<file path="config.mk">
export PLATFORM = sky130hd
export DESIGN_NAME = bin_to_bcd
export DESIGN_NICKNAME = d
export VERILOG_FILES = /design/src/rtl/bintobcd_pkg.sv /design/src/rtl/bcd_add3.sv /design/src/rtl/bin_to_bcd.sv
export SDC_FILE = /design/constraint.sdc
export NUM_CORES = 1
export LEC_CHECK = 0
export BUFFER_PORTS_ARGS = -buffer_cell sky130_fd_sc_hd__buf_2
export CAP_MARGIN = 25
export CORE_MARGIN = 2
export CORE_UTILIZATION = 40
export CTS_CLUSTER_SIZE = 40
export DETAILED_ROUTE_END_ITERATION = 10
export SYNTH_ARGS = -nofsm -noshare
export SYNTH_HDL_FRONTEND = slang
export SYNTH_SLANG_ARGS = --single-unit
</file>
<file path="constraint.sdc">
create_clock -name i_clk -period 4.9 [get_ports i_clk]
set_input_delay 0 -clock i_clk [delete_from_list [all_inputs] [get_ports i_clk]]
set_output_delay 0 -clock i_clk [all_outputs]
set_load 0.02 [all_outputs]
</file>
<file path="src/rtl/bintobcd_pkg.sv">
// Shared constants and state type for the binary-to-BCD display converter.
package bintobcd_pkg;

  typedef enum logic [1:0] {
    IDLE = 2'd0,
    OP   = 2'd1,
    DONE = 2'd2
  } state_e;

  localparam int CONV_W = 24;
  localparam int NDIG   = 7;
  localparam int ITER   = 24;
  localparam int CNT_W  = 5;

  localparam logic [31:0] OVF_LIMIT = 32'd10_000_000;

  // Bit i lights the point to the right of displayed digit i.
  localparam logic [3:0] DP_NONE = 4'b0000;
  localparam logic [3:0] DP_D0   = 4'b0001;
  localparam logic [3:0] DP_D1   = 4'b0010;
  localparam logic [3:0] DP_D2   = 4'b0100;
  localparam logic [3:0] DP_D3   = 4'b1000;

endpackage

</file>
<file path="src/rtl/bcd_add3.sv">
// Double-dabble correction cell: adds 3 to a BCD digit of 5 or more.
module bcd_add3 (
  input  logic [3:0] din_i,
  output logic [3:0] dout_o
);

  always_comb begin
    dout_o = din_i;
    if (din_i >= 4'd5) begin
      dout_o = din_i + 4'd3;
    end
  end

endmodule

</file>
<file path="src/rtl/bin_to_bcd.sv">
// Sequential double-dabble converter with auto-ranging 4-digit window and decimal point.
module bin_to_bcd
  import bintobcd_pkg::*;
(
  input  logic        i_clk,
  input  logic        i_rst_n,
  input  logic        i_start,
  input  logic [31:0] i_bin,
  output logic        o_ready,
  output logic        o_done,
  output logic        o_overflow,
  output logic [3:0]  o_bcd3,
  output logic [3:0]  o_bcd2,
  output logic [3:0]  o_bcd1,
  output logic [3:0]  o_bcd0,
  output logic [3:0]  o_dp
);

  state_e               state_q, state_d;
  logic [CNT_W-1:0]     cnt_q, cnt_d;
  logic [CONV_W-1:0]    shift_q, shift_d;
  logic [NDIG*4-1:0]    bcd_q, bcd_d;
  logic                 ovf_q, ovf_d;
  logic                 done_q, done_d;
  logic                 ovfout_q, ovfout_d;
  logic [15:0]          disp_q, disp_d;
  logic [3:0]           dp_q, dp_d;

  logic [NDIG*4-1:0]    adj;
  logic [15:0]          win;
  logic [3:0]           win_dp;

  for (genvar g = 0; g < NDIG; g++) begin : g_add3
    bcd_add3 u_add3 (
      .din_i  (bcd_q[g*4 +: 4]),
      .dout_o (adj[g*4 +: 4])
    );
  end

  // Show the four most significant digits starting at the first non-zero one (truncating).
  always_comb begin
    win    = bcd_q[15:0];
    win_dp = DP_D3;
    if (bcd_q[27:24] != 4'd0) begin
      win    = bcd_q[27:12];
      win_dp = DP_D0;
    end else if (bcd_q[23:20] != 4'd0) begin
      win    = bcd_q[23:8];
      win_dp = DP_D1;
    end else if (bcd_q[19:16] != 4'd0) begin
      win    = bcd_q[19:4];
      win_dp = DP_D2;
    end
  end

  always_comb begin
    state_d  = state_q;
    cnt_d    = cnt_q;
    shift_d  = shift_q;
    bcd_d    = bcd_q;
    ovf_d    = ovf_q;
    done_d   = 1'b0;
    ovfout_d = ovfout_q;
    disp_d   = disp_q;
    dp_d     = dp_q;
    unique case (state_q)
      IDLE: begin
        // The done cycle counts as not-ready, so starts are refused until it ends.
        if (i_start && !done_q) begin
          if (i_bin >= OVF_LIMIT) begin
            ovf_d   = 1'b1;
            state_d = DONE;
          end else begin
            ovf_d   = 1'b0;
            shift_d = i_bin[CONV_W-1:0];
            bcd_d   = '0;
            cnt_d   = CNT_W'(ITER);
            state_d = OP;
          end
        end
      end
      OP: begin
        {bcd_d, shift_d} = {adj, shift_q} << 1;
        cnt_d = cnt_q - 1'b1;
        if (cnt_q == CNT_W'(1)) begin
          state_d = DONE;
        end
      end
      DONE: begin
        done_d  = 1'b1;
        state_d = IDLE;
        if (ovf_q) begin
          ovfout_d = 1'b1;
          disp_d   = 16'hFFFF;
          dp_d     = DP_NONE;
        end else begin
          ovfout_d = 1'b0;
          disp_d   = win;
          dp_d     = win_dp;
        end
      end
      default: state_d = IDLE;
    endcase
  end

  always_ff @(posedge i_clk or negedge i_rst_n) begin
    if (!i_rst_n) begin
      state_q  <= IDLE;
      cnt_q    <= '0;
      shift_q  <= '0;
      bcd_q    <= '0;
      ovf_q    <= 1'b0;
      done_q   <= 1'b0;
      ovfout_q <= 1'b0;
      disp_q   <= '0;
      dp_q     <= DP_NONE;
    end else begin
      state_q  <= state_d;
      cnt_q    <= cnt_d;
      shift_q  <= shift_d;
      bcd_q    <= bcd_d;
      ovf_q    <= ovf_d;
      done_q   <= done_d;
      ovfout_q <= ovfout_d;
      disp_q   <= disp_d;
      dp_q     <= dp_d;
    end
  end

  assign o_ready    = (state_q == IDLE) && !done_q;
  assign o_done     = done_q;
  assign o_overflow = ovfout_q;
  assign o_bcd3     = disp_q[15:12];
  assign o_bcd2     = disp_q[11:8];
  assign o_bcd1     = disp_q[7:4];
  assign o_bcd0     = disp_q[3:0];
  assign o_dp       = dp_q;

endmodule

</file>
# ---- Word-level counts from Yosys, hierarchy flattened
# Cells that the tools add are included.
dict set report word_totals {
  ff_bits 82
  inputBits 35
  out_inout_bits 23
  elab_cells 73
}
dict set report op_classes {
  addsub 8
  n_lt_le_gt_ge 8
  eq_ne 6
  muxes 31
  reduce_logical 11
}
# op count
set ops {}
lappend ops {{$mux W16} 4}
lappend ops {{$mux W28} 2}
lappend ops {{$pmux W28 S2} 1}
lappend ops {{$mux W24} 2}
lappend ops {{$pmux W24 S2} 1}
lappend ops {{$mux W4} 10}
lappend ops {{$ge A32 B24 Y1 const B} 1}
lappend ops {{$ge A4 B3 Y1 const B} 7}
lappend ops {{$add A4 B2 Y4 const B} 6}
lappend ops {{$reduce_bool A4 Y1} 3}
lappend ops {{$mux W5} 2}
lappend ops {{$pmux W5 S2} 1}
lappend ops {{$mux W2} 3}
lappend ops {{$ne A2 B2 Y1 const B} 3}
lappend ops {{$eq A5 B1 Y1 const B} 1}
lappend ops {{$sub A5 B1 Y5 const B} 1}
lappend ops {{$pmux W2 S2} 1}
lappend ops {{$reduce_and A2 Y1} 2}
lappend ops {{$add A3 B2 Y3 const B} 1}
lappend ops {{$mux W1} 3}
lappend ops {{$mux W3} 1}
lappend ops {{$reduce_and A3 Y1} 1}
lappend ops {{$eq A2 B1 Y1 const B} 1}
lappend ops {{$eq A2 B2 Y1 const B} 1}
lappend ops {{other kinds (4)} 5}

# ---- Logic depth before layout (Yosys ltp)
dict set report logic_depth {
  depth_word 5
  ltp_mapped 8
  mapped_depth_nobuf 7
}

# ---- Hierarchy
# From an unflattened synthesis, not the netlist that was laid out.
dict set report unflattened {
  hier_cells 580
  area_unflattened_um2 4902.2
}
# module instances cells_per_inst area_per_inst_um2 seq_area_each_um2
set by_module_without_submodules {}
lappend by_module_without_submodules {bin_to_bcd 1 468 4192.8 2052.0}
lappend by_module_without_submodules {bcd_add3 7 16 101.3 0.0}

# ---- Worst setup path after synthesis
# No wires, ideal clock.
dict set report synth_path {
  kind {register -> register}
  from {reg bcd_q[16]}
  to {reg disp_q[10]}
  setup_time_ns 0.141
  arrival_time_ns 1.852
  required_time_ns 4.759
  path_slack_ns 2.907
  stages_incl_launch_ff 9
  path_buffers 1
  synth_period_minus_slack_ns 1.993
  cell_sequence {dfrtp_1 inv_1 ha_1 nor3b_2 buf_2 mux2i_1 nand2_1 o211ai_1 a31oi_1}
}
dict set report synth_via {
  elab_chain_len 5
}
# item line
set synth_lines {}
lappend synth_lines {{start: declaration} bin_to_bcd.sv:22} ;# logic [NDIG*4-1:0] bcd_q, bcd_d;
lappend synth_lines {{start signal: assignment} bin_to_bcd.sv:111} ;# bcd_q <= '0;
lappend synth_lines {{start signal: assignment} bin_to_bcd.sv:121} ;# bcd_q <= bcd_d;
lappend synth_lines {{$reduce_bool A4 Y1} bin_to_bcd.sv:50} ;# end else if (bcd_q[19:16] != 4'd0) begin
lappend synth_lines {{$mux W16} bin_to_bcd.sv:50}
lappend synth_lines {{$mux W16} bin_to_bcd.sv:47} ;# end else if (bcd_q[23:20] != 4'd0) begin
lappend synth_lines {{$mux W16} bin_to_bcd.sv:44} ;# if (bcd_q[27:24] != 4'd0) begin
lappend synth_lines {{$mux W16} bin_to_bcd.sv:92} ;# if (ovf_q) begin
lappend synth_lines {{end signal: assignment} bin_to_bcd.sv:125} ;# disp_q <= disp_d;
lappend synth_lines {{end: declaration} bin_to_bcd.sv:26} ;# logic [15:0] disp_q, disp_d;
# No other way between the ends.
# A chain may end at the register's enable or synchronous reset.

# ---- Final worst setup path
dict set report layout_path {
  from {in i_bin[21]}
  to {reg cnt_q[0]}
}
dict set report layout_via {
  elab_chain_len 3
}
# item line
set layout_lines {}
lappend layout_lines {{start: declaration} bin_to_bcd.sv:8} ;# input logic [31:0] i_bin,
lappend layout_lines {{$ge A32 B24 Y1} bin_to_bcd.sv:70} ;# if (i_bin >= OVF_LIMIT) begin
lappend layout_lines {{$ne A2 B2 Y1 (no line)} -}
lappend layout_lines {{$reduce_and A3 Y1 (no line)} -}
lappend layout_lines {{end signal: assignment} bin_to_bcd.sv:119} ;# cnt_q <= cnt_d;
lappend layout_lines {{end: declaration} bin_to_bcd.sv:20} ;# logic [CNT_W-1:0] cnt_q, cnt_d;
# No other way between the ends.

==> impl_metrics.py <==
metrics = {
    "run_status": {
        "status": "completed",
    },
    "clock_network": {
        "clk_latency_ps": 370,
        "cts_sinks": 82,
        "numCtsBuffers": 9,
        "cts_tree": "built",
        "clk_pin_slew_ps": 70,
        "htreeDepth": 3,
        "cts-root-buf": "clkbuf_8",
        "clk_path_buf_depth": 2,
        "cts_setup_buffers": 0,
    },
    "floorplan": {
        "core_area_um2": 10790,
        "ios": 58,
        "rows": 38,
        "die_width_um": 109.1,
        "die-area_um2": 11890,
        "initial_utilization_pct": 40.90,
        "chipHeight_um": 109.1,
    },
    "detailed_routing": {
        "drcViolationCount": 0,
        "wl_per_cell_um": 15.29,
        "avgViaCountPerCell": 5.485,
        "routed_wirelength_mm": 10.43,
        "vias": 3741,
        "final_antenna_net_count": 0,
        "first_iter_violations": 236,
        "dr.pass1.iters": 4,
    },
    "finish": {
        "antennaDiodeCount": 0,
        "stdcell_count": 682,
        "final_util_pct": 48.38,
        "drive_above_1_share_pct": 15.68,
        "fin_area_um2": 5221,
        "final_common_cell": "dfrtp_1",
        "area_delta_synth_final_pct": 18.28,
        "final_cell_mix": "dfrtp_1, nand2_1, nor2_1",
        "nets": 589,
    },
    "synth": {
        "synth_warnings": 0,
        "synth_edf_count": 0,
        "syn_inst": 477,
        "ys_types": 43,
        "synth_flop_cell": "dfrtp_1",
        "ys_ff_latch": 82,
        "synth_nets": 528,
        "syn-mean-instance-area_um2": 9.254,
        "synthArstFlopShare_pct": 100.0,
        "syn_area_um2": 4414,
        "ys_seq_area_share_pct": 46.49,
    },
    "setup_path": {
        "cp.arrival_ps": 2790,
        "crit_path_frequent_cell": "buf_4",
        "critPathRequiredTime_ps": 5200,
        "cp_top_family": "buffers and inverters",
        "cp-end-kind": "flop",
        "crit_type": "in -> reg",
        "slowest_stage": "dlygate4sd3_1",
        "crit_path_cell_trace": "dlygate4sd3_1, buf_2, nor4bb_1, o311ai_0, o211ai_1, buf_4, o21a_1, buf_4, mux2_2",
        "crit_buf_inv": 4,
        "worstPathMaxFanout": 33,
        "critical-path-max-stage-delay_ps": 530,
        "worstSetupStartpointType": "input pin",
    },
    "timing": {
        "skew_ps": 12.67,
        "finalSetupViolations": 0,
        "whs_ps": 15.67,
        "slew-limit-headroom_pct": 39.79,
        "layout_setup_ws_ps": 2409,
        "setup_tns_ps": 0,
        "finalHoldViolCount": 0,
        "period_needed_ps": 2491,
        "tightest_slew_ps": 899.8,
        "rsz0062_at_grt": "no",
        "final_max_slew_viol_count": 0,
        "fmax_mhz": 401.5,
        "layout_worst_path_cycle_share_pct": 50.83,
    },
    "global_routing": {
        "antenna_found_initial": 0,
        "grt_usage_pct": 18.67,
        "gr-total-overflow": 0,
        "first_global_vias": 3607,
        "grt_max_degree": 83,
        "grt_pass1_wl_mm": 17.55,
    },
    "placed_design": {
        "gp_congestion": 0.7495,
        "placed_area_um2": 4800,
        "hpwl_mm": 6.929,
        "portBuffers": 57,
        "post-place-ws_ps": 2540,
        "dpl.cell_count": 645,
    },
    "pwr": {
        "internal-power_mw": 1.495,
        "seqPwrFrac_pct": 42.2,
        "pwr-share-comb_pct": 38.8,
        "p_sw_mw": 1.038,
        "p_per_area_nw_per_um2": 485.0,
        "totalPowerFinal_mw": 2.532,
        "ir_worst_vdd_uv": 159.5,
        "clkPwrFrac_pct": 19.0,
        "p_leak_nw": 2.182,
        "sw_frac_of_total_pct": 40.98,
    },
    "min_path": {
        "holdCritPathClass": "in -> reg",
    },
    "job": {
        "maxCapViolCount": 0,
    },
}
==> worst min-delay path, delay by kind of cell <==
| kind | cells | cell delay, ps |
|---|---|---|
| and+or+nand+nor | 2 | 130 |
| AOI/OAI and AO/OA | 1 | 110 |
| buffers and inverters | 1 | 100 |
==> sequential cells by signal (all words and copies together) (netlist names) <==
name        flops
bcd_q          28
state_q         2
o_dp            4
o_overflow      1
disp_q         16
o_done          1
cnt_q           5
ovf_q           1
shift_q        24
==> routing by layer <==
layer / up-vias / track usage (%) / wire length, um
li1: 1825 / - / -
met1: 1813 / 25.87 / 5005
met2: 87 / 29.55 / 4858
met3: 16 / 3.407 / 410
met4: 0 / 5.952 / 153
met5: - / 0 / 0
==> worst paths after layout <==
path	startpoint	endpoint	slack [ps]	cells past startpoint
min	i_bin[20]	shift_q[20]	20	4
min in group asynchronous	i_rst_n	disp_q[1]	30	2
max reg2reg	state_q[1]	cnt_q[0]	2560	4
min reg2reg	o_overflow	o_overflow	480	2
max in group asynchronous	i_rst_n	bcd_q[16]	4280	3
max	i_bin[21]	cnt_q[0]	2410	9
==> synth_stat cells, drive strengths merged, types with 8 or more instances <==
cell | instances | area share [%]
clkbuf | 27 | 2.3
mux2i | 8 | 1.8
nor2 | 58 | 4.9
nand2 | 66 | 5.6
a31oi | 16 | 2.3
buf | 8 | 1.0
a221o | 23 | 5.2
o21ai | 30 | 3.4
inv | 19 | 1.6
xnor2 | 9 | 1.8
o211ai | 24 | 4.1
nand2b | 10 | 1.4
a22o | 18 | 3.6
ha | 16 | 4.5
nand3 | 9 | 1.0
a21oi | 12 | 1.4
dfrtp | 82 | 46
==> cell type report <==
type	instances	area (um2)
clock buffer	10	127.6
clock inverter	5	56.30
fill	1026	5572
inverter	20	75.07
multi-input combinational	340	2152
sequential	82	2052
tap	140	175.2
timing repair buffer	85	583.1
==> cells by family (layout without fill, tap and decap cells) <==
kind of cell,after synthesis,after routing,share of synthesized area [%]
xor+xnor,11,11,2.183
fa+ha+maj,16,16,4.535
buf+inv,55,120,5.045
compound gates,142,142,23.67
flops,82,82,46.49
simple gates,162,162,16.02
mux,9,9,2.069
==> power groups by stage <==
stage,Combinational [mW],Sequential [mW],Clock (mW)
final,0.983,1.07,0.480
after global routing,1.12,1.10,0.518
after CTS,0.985,1.06,0.489
after detailed placement,0.969,1.08,0
after global placement,0.949,1.08,0
after floorplan,0.833,0.960,0
==> repair_timing <==
item	CTS	global route
hold buffers	21	0
gates resized for setup	0	0
hold endpoints to repair	102	0
Power figures use the tool's default switching activity.
